==> src/rtl/icache_pkg.sv <==
// Shared widths, state encoding and address helpers for the instruction cache.
package icache_pkg;

   localparam int AddressWidth    = 32;
   localparam int IDWidth         = 32;
   localparam int ICacheIndexBits = 6;

   typedef enum logic {
      IDLE = 1'b0,
      MISS = 1'b1
   } icache_state_e;

   function automatic logic [AddressWidth-1:0] word_align(input logic [AddressWidth-1:0] addr);
      return {addr[AddressWidth-1:2], 2'b00};
   endfunction

endpackage

==> src/rtl/icache_if.sv <==
// Fetch-stage and RAM-controller instruction-port signals of the instruction cache.
// The master side is the surrounding pipeline/controller, the slave side is the cache.
interface icache_if;
   import icache_pkg::*;

   logic                    fetch_en_in;
   logic [AddressWidth-1:0] fetch_addr_in;
   logic                    flush_in;
   logic                    fetch_rdy_out;
   logic [IDWidth-1:0]      fetch_inst_out;
   logic                    mem_en_out;
   logic [AddressWidth-1:0] mem_addr_out;
   logic                    mem_rdy_in;
   logic [IDWidth-1:0]      mem_inst_in;

   modport master (
      output fetch_en_in, fetch_addr_in, flush_in, mem_rdy_in, mem_inst_in,
      input  fetch_rdy_out, fetch_inst_out, mem_en_out, mem_addr_out
   );

   modport slave (
      input  fetch_en_in, fetch_addr_in, flush_in, mem_rdy_in, mem_inst_in,
      output fetch_rdy_out, fetch_inst_out, mem_en_out, mem_addr_out
   );

endinterface

==> src/rtl/icache_array.sv <==
// Direct-mapped line storage: combinational read port, synchronous write port,
// valid bits cleared by the synchronous reset.
module icache_array
   import icache_pkg::*;
#(
   parameter int INDEX_BITS = ICacheIndexBits,
   parameter int TAG_BITS   = AddressWidth - ICacheIndexBits - 2
) (
   input  logic                  clk_in,
   input  logic                  rst_in,
   input  logic [INDEX_BITS-1:0] rd_index,
   output logic                  rd_valid,
   output logic [TAG_BITS-1:0]   rd_tag,
   output logic [IDWidth-1:0]    rd_data,
   input  logic                  wr_en,
   input  logic [INDEX_BITS-1:0] wr_index,
   input  logic [TAG_BITS-1:0]   wr_tag,
   input  logic [IDWidth-1:0]    wr_data
);
   localparam int Lines = 1 << INDEX_BITS;

   logic [Lines-1:0]    valid_q;
   logic [TAG_BITS-1:0] tag_q  [Lines];
   logic [IDWidth-1:0]  data_q [Lines];

   assign rd_valid = valid_q[rd_index];
   assign rd_tag   = tag_q[rd_index];
   assign rd_data  = data_q[rd_index];

   always_ff @(posedge clk_in) begin
      if (rst_in) begin
         valid_q <= '0;
      end else if (wr_en) begin
         valid_q[wr_index] <= 1'b1;
      end
   end

   // Tag and data need no reset: a line is only trusted once its valid bit is set.
   always_ff @(posedge clk_in) begin
      if (wr_en) begin
         tag_q[wr_index]  <= wr_tag;
         data_q[wr_index] <= wr_data;
      end
   end

endmodule

==> src/rtl/icache.sv <==
// Direct-mapped one-word-per-line instruction cache: one-cycle hits, misses
// forwarded to the controller instruction port and held until its completion pulse.
module icache
   import icache_pkg::*;
#(
   parameter int INDEX_BITS = ICacheIndexBits
) (
   input  logic    clk_in,
   input  logic    rst_in,
   input  logic    rdy_in,
   icache_if.slave bus
);
   localparam int TagBits = AddressWidth - INDEX_BITS - 2;

   icache_state_e           state;
   logic                    cancel;
   logic [AddressWidth-1:0] miss_addr;
   logic                    fetch_rdy_q;
   logic [IDWidth-1:0]      fetch_inst_q;

   logic [INDEX_BITS-1:0]   lookup_index;
   logic [TagBits-1:0]      lookup_tag;
   logic                    line_valid;
   logic [TagBits-1:0]      line_tag;
   logic [IDWidth-1:0]      line_data;
   logic                    lookup;
   logic                    hit;
   logic                    fill;
   logic                    unused_addr_bits;

   assign lookup_index = bus.fetch_addr_in[INDEX_BITS+1:2];
   assign lookup_tag   = bus.fetch_addr_in[AddressWidth-1:INDEX_BITS+2];
   assign unused_addr_bits = ^{bus.fetch_addr_in[1:0], miss_addr[1:0]};

   // The cycle after a response is skipped so a fetch address that has not yet
   // moved on is not served a second time.
   assign lookup = (state == IDLE) && bus.fetch_en_in && !bus.flush_in && !fetch_rdy_q;
   assign hit    = line_valid && (line_tag == lookup_tag);
   assign fill   = rdy_in && (state == MISS) && bus.mem_rdy_in;

   // The request drops combinationally in the completion cycle, so the controller,
   // already back in its idle stage, does not start a second read.
   assign bus.mem_en_out     = (state == MISS) && !bus.mem_rdy_in;
   assign bus.mem_addr_out   = (state == MISS) ? miss_addr : '0;
   assign bus.fetch_rdy_out  = fetch_rdy_q;
   assign bus.fetch_inst_out = fetch_inst_q;

   icache_array #(
      .INDEX_BITS(INDEX_BITS),
      .TAG_BITS  (TagBits)
   ) u_array (
      .clk_in  (clk_in),
      .rst_in  (rst_in),
      .rd_index(lookup_index),
      .rd_valid(line_valid),
      .rd_tag  (line_tag),
      .rd_data (line_data),
      .wr_en   (fill),
      .wr_index(miss_addr[INDEX_BITS+1:2]),
      .wr_tag  (miss_addr[AddressWidth-1:INDEX_BITS+2]),
      .wr_data (bus.mem_inst_in)
   );

   // A redirect during a miss cannot withdraw the request; it only marks the
   // fill as unwanted so the line is written but no response is produced.
   always_ff @(posedge clk_in) begin
      if (rst_in) begin
         state        <= IDLE;
         cancel       <= 1'b0;
         miss_addr    <= '0;
         fetch_rdy_q  <= 1'b0;
         fetch_inst_q <= '0;
      end else if (rdy_in) begin
         fetch_rdy_q <= 1'b0;
         case (state)
            IDLE: begin
               if (lookup) begin
                  if (hit) begin
                     fetch_inst_q <= line_data;
                     fetch_rdy_q  <= 1'b1;
                  end else begin
                     miss_addr <= word_align(bus.fetch_addr_in);
                     cancel    <= 1'b0;
                     state     <= MISS;
                  end
               end
            end
            MISS: begin
               if (bus.mem_rdy_in) begin
                  state <= IDLE;
                  if (!cancel && !bus.flush_in) begin
                     fetch_inst_q <= bus.mem_inst_in;
                     fetch_rdy_q  <= 1'b1;
                  end
               end else if (bus.flush_in) begin
                  cancel <= 1'b1;
               end
            end
         endcase
      end
   end

endmodule
==> src/flat_wrapper.sv <==
// flat-port wrapper written by rule: the top's interface ports become plain ports
module icache_flat import icache_pkg::*;
#(
   parameter int INDEX_BITS = ICacheIndexBits
)
  (clk_in, rst_in, rdy_in, bus_fetch_en_in, bus_fetch_addr_in, bus_flush_in, bus_mem_rdy_in, bus_mem_inst_in, bus_fetch_rdy_out, bus_fetch_inst_out, bus_mem_en_out, bus_mem_addr_out);
  icache_if bus_i ();
  input  logic clk_in;
  input  logic rst_in;
  input  logic rdy_in;
  input wire logic [$bits(bus_i.fetch_en_in)-1:0] bus_fetch_en_in;
  input wire logic [$bits(bus_i.fetch_addr_in)-1:0] bus_fetch_addr_in;
  input wire logic [$bits(bus_i.flush_in)-1:0] bus_flush_in;
  input wire logic [$bits(bus_i.mem_rdy_in)-1:0] bus_mem_rdy_in;
  input wire logic [$bits(bus_i.mem_inst_in)-1:0] bus_mem_inst_in;
  output wire logic [$bits(bus_i.fetch_rdy_out)-1:0] bus_fetch_rdy_out;
  output wire logic [$bits(bus_i.fetch_inst_out)-1:0] bus_fetch_inst_out;
  output wire logic [$bits(bus_i.mem_en_out)-1:0] bus_mem_en_out;
  output wire logic [$bits(bus_i.mem_addr_out)-1:0] bus_mem_addr_out;
  assign bus_i.fetch_en_in = bus_fetch_en_in;
  assign bus_i.fetch_addr_in = bus_fetch_addr_in;
  assign bus_i.flush_in = bus_flush_in;
  assign bus_i.mem_rdy_in = bus_mem_rdy_in;
  assign bus_i.mem_inst_in = bus_mem_inst_in;
  assign bus_fetch_rdy_out = bus_i.fetch_rdy_out;
  assign bus_fetch_inst_out = bus_i.fetch_inst_out;
  assign bus_mem_en_out = bus_i.mem_en_out;
  assign bus_mem_addr_out = bus_i.mem_addr_out;
  icache #(.INDEX_BITS(INDEX_BITS)) u_core (.clk_in(clk_in), .rst_in(rst_in), .rdy_in(rdy_in), .bus(bus_i));
endmodule
==> config.mk <==
export PLATFORM = sky130hd
export DESIGN_NAME = icache_flat
export DESIGN_NICKNAME = d
export VERILOG_FILES = /design/src/rtl/icache_pkg.sv /design/src/rtl/icache_if.sv /design/src/rtl/icache_array.sv /design/src/rtl/icache.sv /design/src/flat_wrapper.sv
export SDC_FILE = /design/constraint.sdc
export NUM_CORES = 2
export LEC_CHECK = 0
export BUFFER_PORTS_ARGS = -buffer_cell sky130_fd_sc_hd__buf_2
export CAP_MARGIN = 20
export CELL_PAD_IN_SITES_DETAIL_PLACEMENT = 1
export CELL_PAD_IN_SITES_GLOBAL_PLACEMENT = 2
export CORE_MARGIN = 8
export CORE_UTILIZATION = 55
export DETAILED_ROUTE_END_ITERATION = 8
export GPL_ROUTABILITY_DRIVEN = 0
export PLACE_DENSITY_LB_ADDON = 0.2
export SETUP_SLACK_MARGIN = 0.3
export SYNTH_ARGS = -nofsm -noshare
export SYNTH_HDL_FRONTEND = slang
export SYNTH_SLANG_ARGS = --single-unit
==> constraint.sdc <==
create_clock -name clk_in -period 7.7 [get_ports clk_in]
set_input_delay 0.77 -clock clk_in [delete_from_list [all_inputs] [get_ports clk_in]]
set_output_delay 0.77 -clock clk_in [all_outputs]
set_load 0.02 [all_outputs]
==> summary.txt <==
top layer in use -> met5
H-tree depth -> 5
FFs w/ async S/R, synth -> 0
CP arrival -> 5970 ps
Post-CTS Resized -> 0
switching share of power -> 0.205
prevailing post-synth register cell -> edfxtp_1
Post-Syn Area -> 143000 um^2
Met3 Wirelength -> 38100 um
vias in the first global route -> 73100
#FFs+latches synth -> 3713
Avg Vias per Cell -> 6.90
Final Skew -> 59.0 ps
status -> finished clean
Seq pwr share -> 0.521
hold buffers post-CTS -> 0
Post-CTS Setup Repair Bufs -> 0
I/O Buffers -> 131
Gate power share -> 0.041
Tightest Pin Transition -> 1230 ps
critical path launch point type -> input pin
initial antenna violation count -> 15
top post-synthesis cells by area -> edfxtp_1, mux4_2, mux2i_1, dfxtp_1, a22oi_1
Synthesis Warnings -> 0
Nets -> 6724
clock transition at the registers of the reported paths -> 60 ps
Reg-to-Reg Start -> u_core.u_array.tag_q[38][7]$_DFFE_PP_
share of layout cells above drive strength 1 -> 0.289
leading cell type in the layout, fill and taps excluded -> edfxtp_1
Crit. End Element -> flip-flop
R2R setup slack -> 2940 ps
root buffer cell -> clkbuf_16
sequential share of the synthesized area -> 0.773
CTS tree -> built
Synth top area share -> 0.754
Cell Pwr Density -> 263 nW/um^2
worst-path fanout max -> 69
Post-Syn Instances -> 6248
post-layout util -> 0.623
Place WS -> 1600 ps
global route overflow -> 0
TritonCTS Sinks -> 3713
R2R depth -> 11
clk buf depth -> 4
CP Launch Point -> bus_fetch_addr_in[3]
Sw Pwr -> 8.69 mW
hpwl dp -> 221000 um
worst setup path endpoint -> u_core.bus.fetch_inst_out[26]$_SDFFE_PP0P_
Slew headroom -> 0.178
syn_area_per_cell -> 22.8 um^2
commonest cells after routing, fill and taps aside -> edfxtp_1, mux4_2, clkbuf_16
TritonRoute pass-1 iters -> 5
crit-path cells -> buf_8, buf_12, mux4_2, mux4_2, xnor2_1, o32ai_1, a311oi_1, o2111ai_1, nor4_4, buf_4, a32oi_4, buf_4, mux2i_1
Area Growth Syn to Fin -> 13.0%
residual DRC count -> 0
core area -> 259000 um^2
cts bufs inserted -> 386
setup TNS -> 0 ps
Pint -> 33.7 mW
FMAX -> 0.194 GHz
Iter 0 DRT Violations -> 9934
largest net degree at the start of global routing -> 95
Max-Cap Viols -> 0
Final Hold Fails -> 0
clock power share -> 0.438
drt wl/cell -> 40.8 um
Pins Over Slew Limit -> 0
critical path class -> in -> reg
CP Depth -> 13
delay-heaviest family, CP -> buffers and inverters
die area -> 276000 um^2
area leader, netlist -> edfxtp_1
met2 WL post-DR -> 205000 um
Worst path max stage delay -> 640 ps
worst vdd ir -> 0.246 mV
Bufs and invs on worst path -> 4
clk_lat worst skew -> 980 ps
total track usage -> 0.302
final setup vio count -> 0
io pins -> 136
total design power -> 42.4 mW
RSZ-0062 raised after global routing -> no
Die Wd -> 525 um
Die H -> 525 um
Filler cells -> 20600
worst min-delay path category -> in -> reg
first-pass GRT wire length -> 581000 um
CP required -> 8510 ps
Antenna Nets Post-Route -> 0
Tcrit/Tclk final -> 0.669
Pleak -> 49.1 nW
minimum clock period -> 5150 ps
via count -> 71500
Post-synth EDFFs -> 3584
worst r2r dst -> u_core.bus.fetch_inst_out[26]$_SDFFE_PP0P_
Starting Density -> 0.551
library cells used by synthesis -> 75
FP Rows -> 187
CP max stage cell -> xnor2_1
M1 WL -> 163000 um
setup ws final -> 2550 ps
routed wire length -> 423000 um
worst reg2reg max path: stages (launching register included):
cell and delay (ps):
edfxtp_1 380, mux4_2 480, mux4_2 500, xnor2_1 650, o32ai_1 410, a311oi_1 450, o2111ai_1 250, nor4_4 300
buf_4 300, a32oi_4 150, buf_4 330, mux2i_1 420
area by class of cell:
class | instances | area, um^2 | share of cell area
Antenna cell | 6 | 15.0 | 0.0000932
Clock buffer | 507 | 10600 | 0.0659
Clock inverter | 186 | 1900 | 0.0118
Inverter | 2 | 15.0 | 0.0000932
Multi-Input combinational cell | 2187 | 31100 | 0.193
Sequential cell | 3713 | 110000 | 0.684
Tap cell | 3402 | 4260 | 0.0264
Timing Repair Buffer | 364 | 3000 | 0.0186
worst min-delay path by stage:
stage,start,end,cells past startpoint
6_report,rst_in,u_core.cancel$_SDFFE_PP0P_,2
3_3_place_gp,u_core.u_array.valid_q[6]$_SDFFE_PP0P_,u_core.u_array.valid_q[6]$_SDFFE_PP0P_,1
3_5_place_dp,u_core.u_array.valid_q[34]$_SDFFE_PP0P_,u_core.u_array.valid_q[34]$_SDFFE_PP0P_,1
2_1_floorplan,u_core.u_array.valid_q[20]$_SDFFE_PP0P_,u_core.u_array.valid_q[20]$_SDFFE_PP0P_,1
4_1_cts,rst_in,u_core.cancel$_SDFFE_PP0P_,2
5_1_grt,rst_in,u_core.bus.fetch_rdy_out$_SDFFE_PP0P_,2
power by group through the flow:
stage | Sequential, mW | Clock [mW] | Combinational [mW]
floorplan | 22.6 | 0 | 1.05
global placement | 22.6 | 0 | 1.68
detailed placement | 22.6 | 0 | 1.71
CTS | 22.1 | 18.8 | 1.72
global route | 22.1 | 19.4 | 1.83
finish | 22.1 | 18.6 | 1.74
cells by family after synthesis:
group	count (synthesis)	share of synthesized area
compound gates	368	0.0189
mux	1301	0.177
buf+inv	349	0.0128
xor+xnor	32	0.00196
simple gates	484	0.0167
other cells	1	0.0000263
flops	3713	0.773
synthesized netlist by cell type, types with 7 or more instances:
cell type  number
nor4_1         13
nor2b_1        34
xor2_1          9
a21oi_1        31
nor3_1         15
buf_6          10
nand4_1        10
a221oi_1       13
mux4_2        964
a22oi_1       113
a211oi_1       10
mux4_1          8
mux2_2         29
and2_1         41
dfxtp_1       129
buf_4          48
o21a_1         66
o211ai_1       33
a22o_1          9
and3_1          7
a31oi_1         9
o21ai_0        22
nand2_1       148
edfxtp_1     3584
nand2b_1       45
clkbuf_1      111
xnor2_1        23
nor2_1        105
buf_2         131
o22ai_1        20
mux2i_1       300
nand3_1        38
buf_1          37
routing by layer:
layer | track usage | vias up
li1 | - | 27400
met1 | 0.414 | 39200
met2 | 0.490 | 4126
met3 | 0.0554 | 839
met4 | 0.113 | 10
met5 | 0 | -
registers in the layout (all words and copies together), names as in the netlist:
register                   cells
u_core.state                   1
u_core.bus.fetch_inst_out     32
u_core.u_array.valid_q        64
u_core.u_array.data_q       2048
u_core.miss_addr              30
u_core.u_array.tag_q        1536
u_core.cancel                  1
u_core.bus.fetch_rdy_out       1
stage by stage:
| stage | hold WS, ps | cell area [um^2] | instances |
|---|---|---|---|
| floorplan | 435 | 143000 | 6249 |
| global placement | 441 | 148000 | 9657 |
| detailed placement | 452 | 148000 | 9658 |
| CTS | 15.8 | 161000 | 10400 |
| global route | 53.0 | 161000 | 10400 |
| finish | 68.7 | 161000 | 10400 |
(Power assumes the default switching activity.)
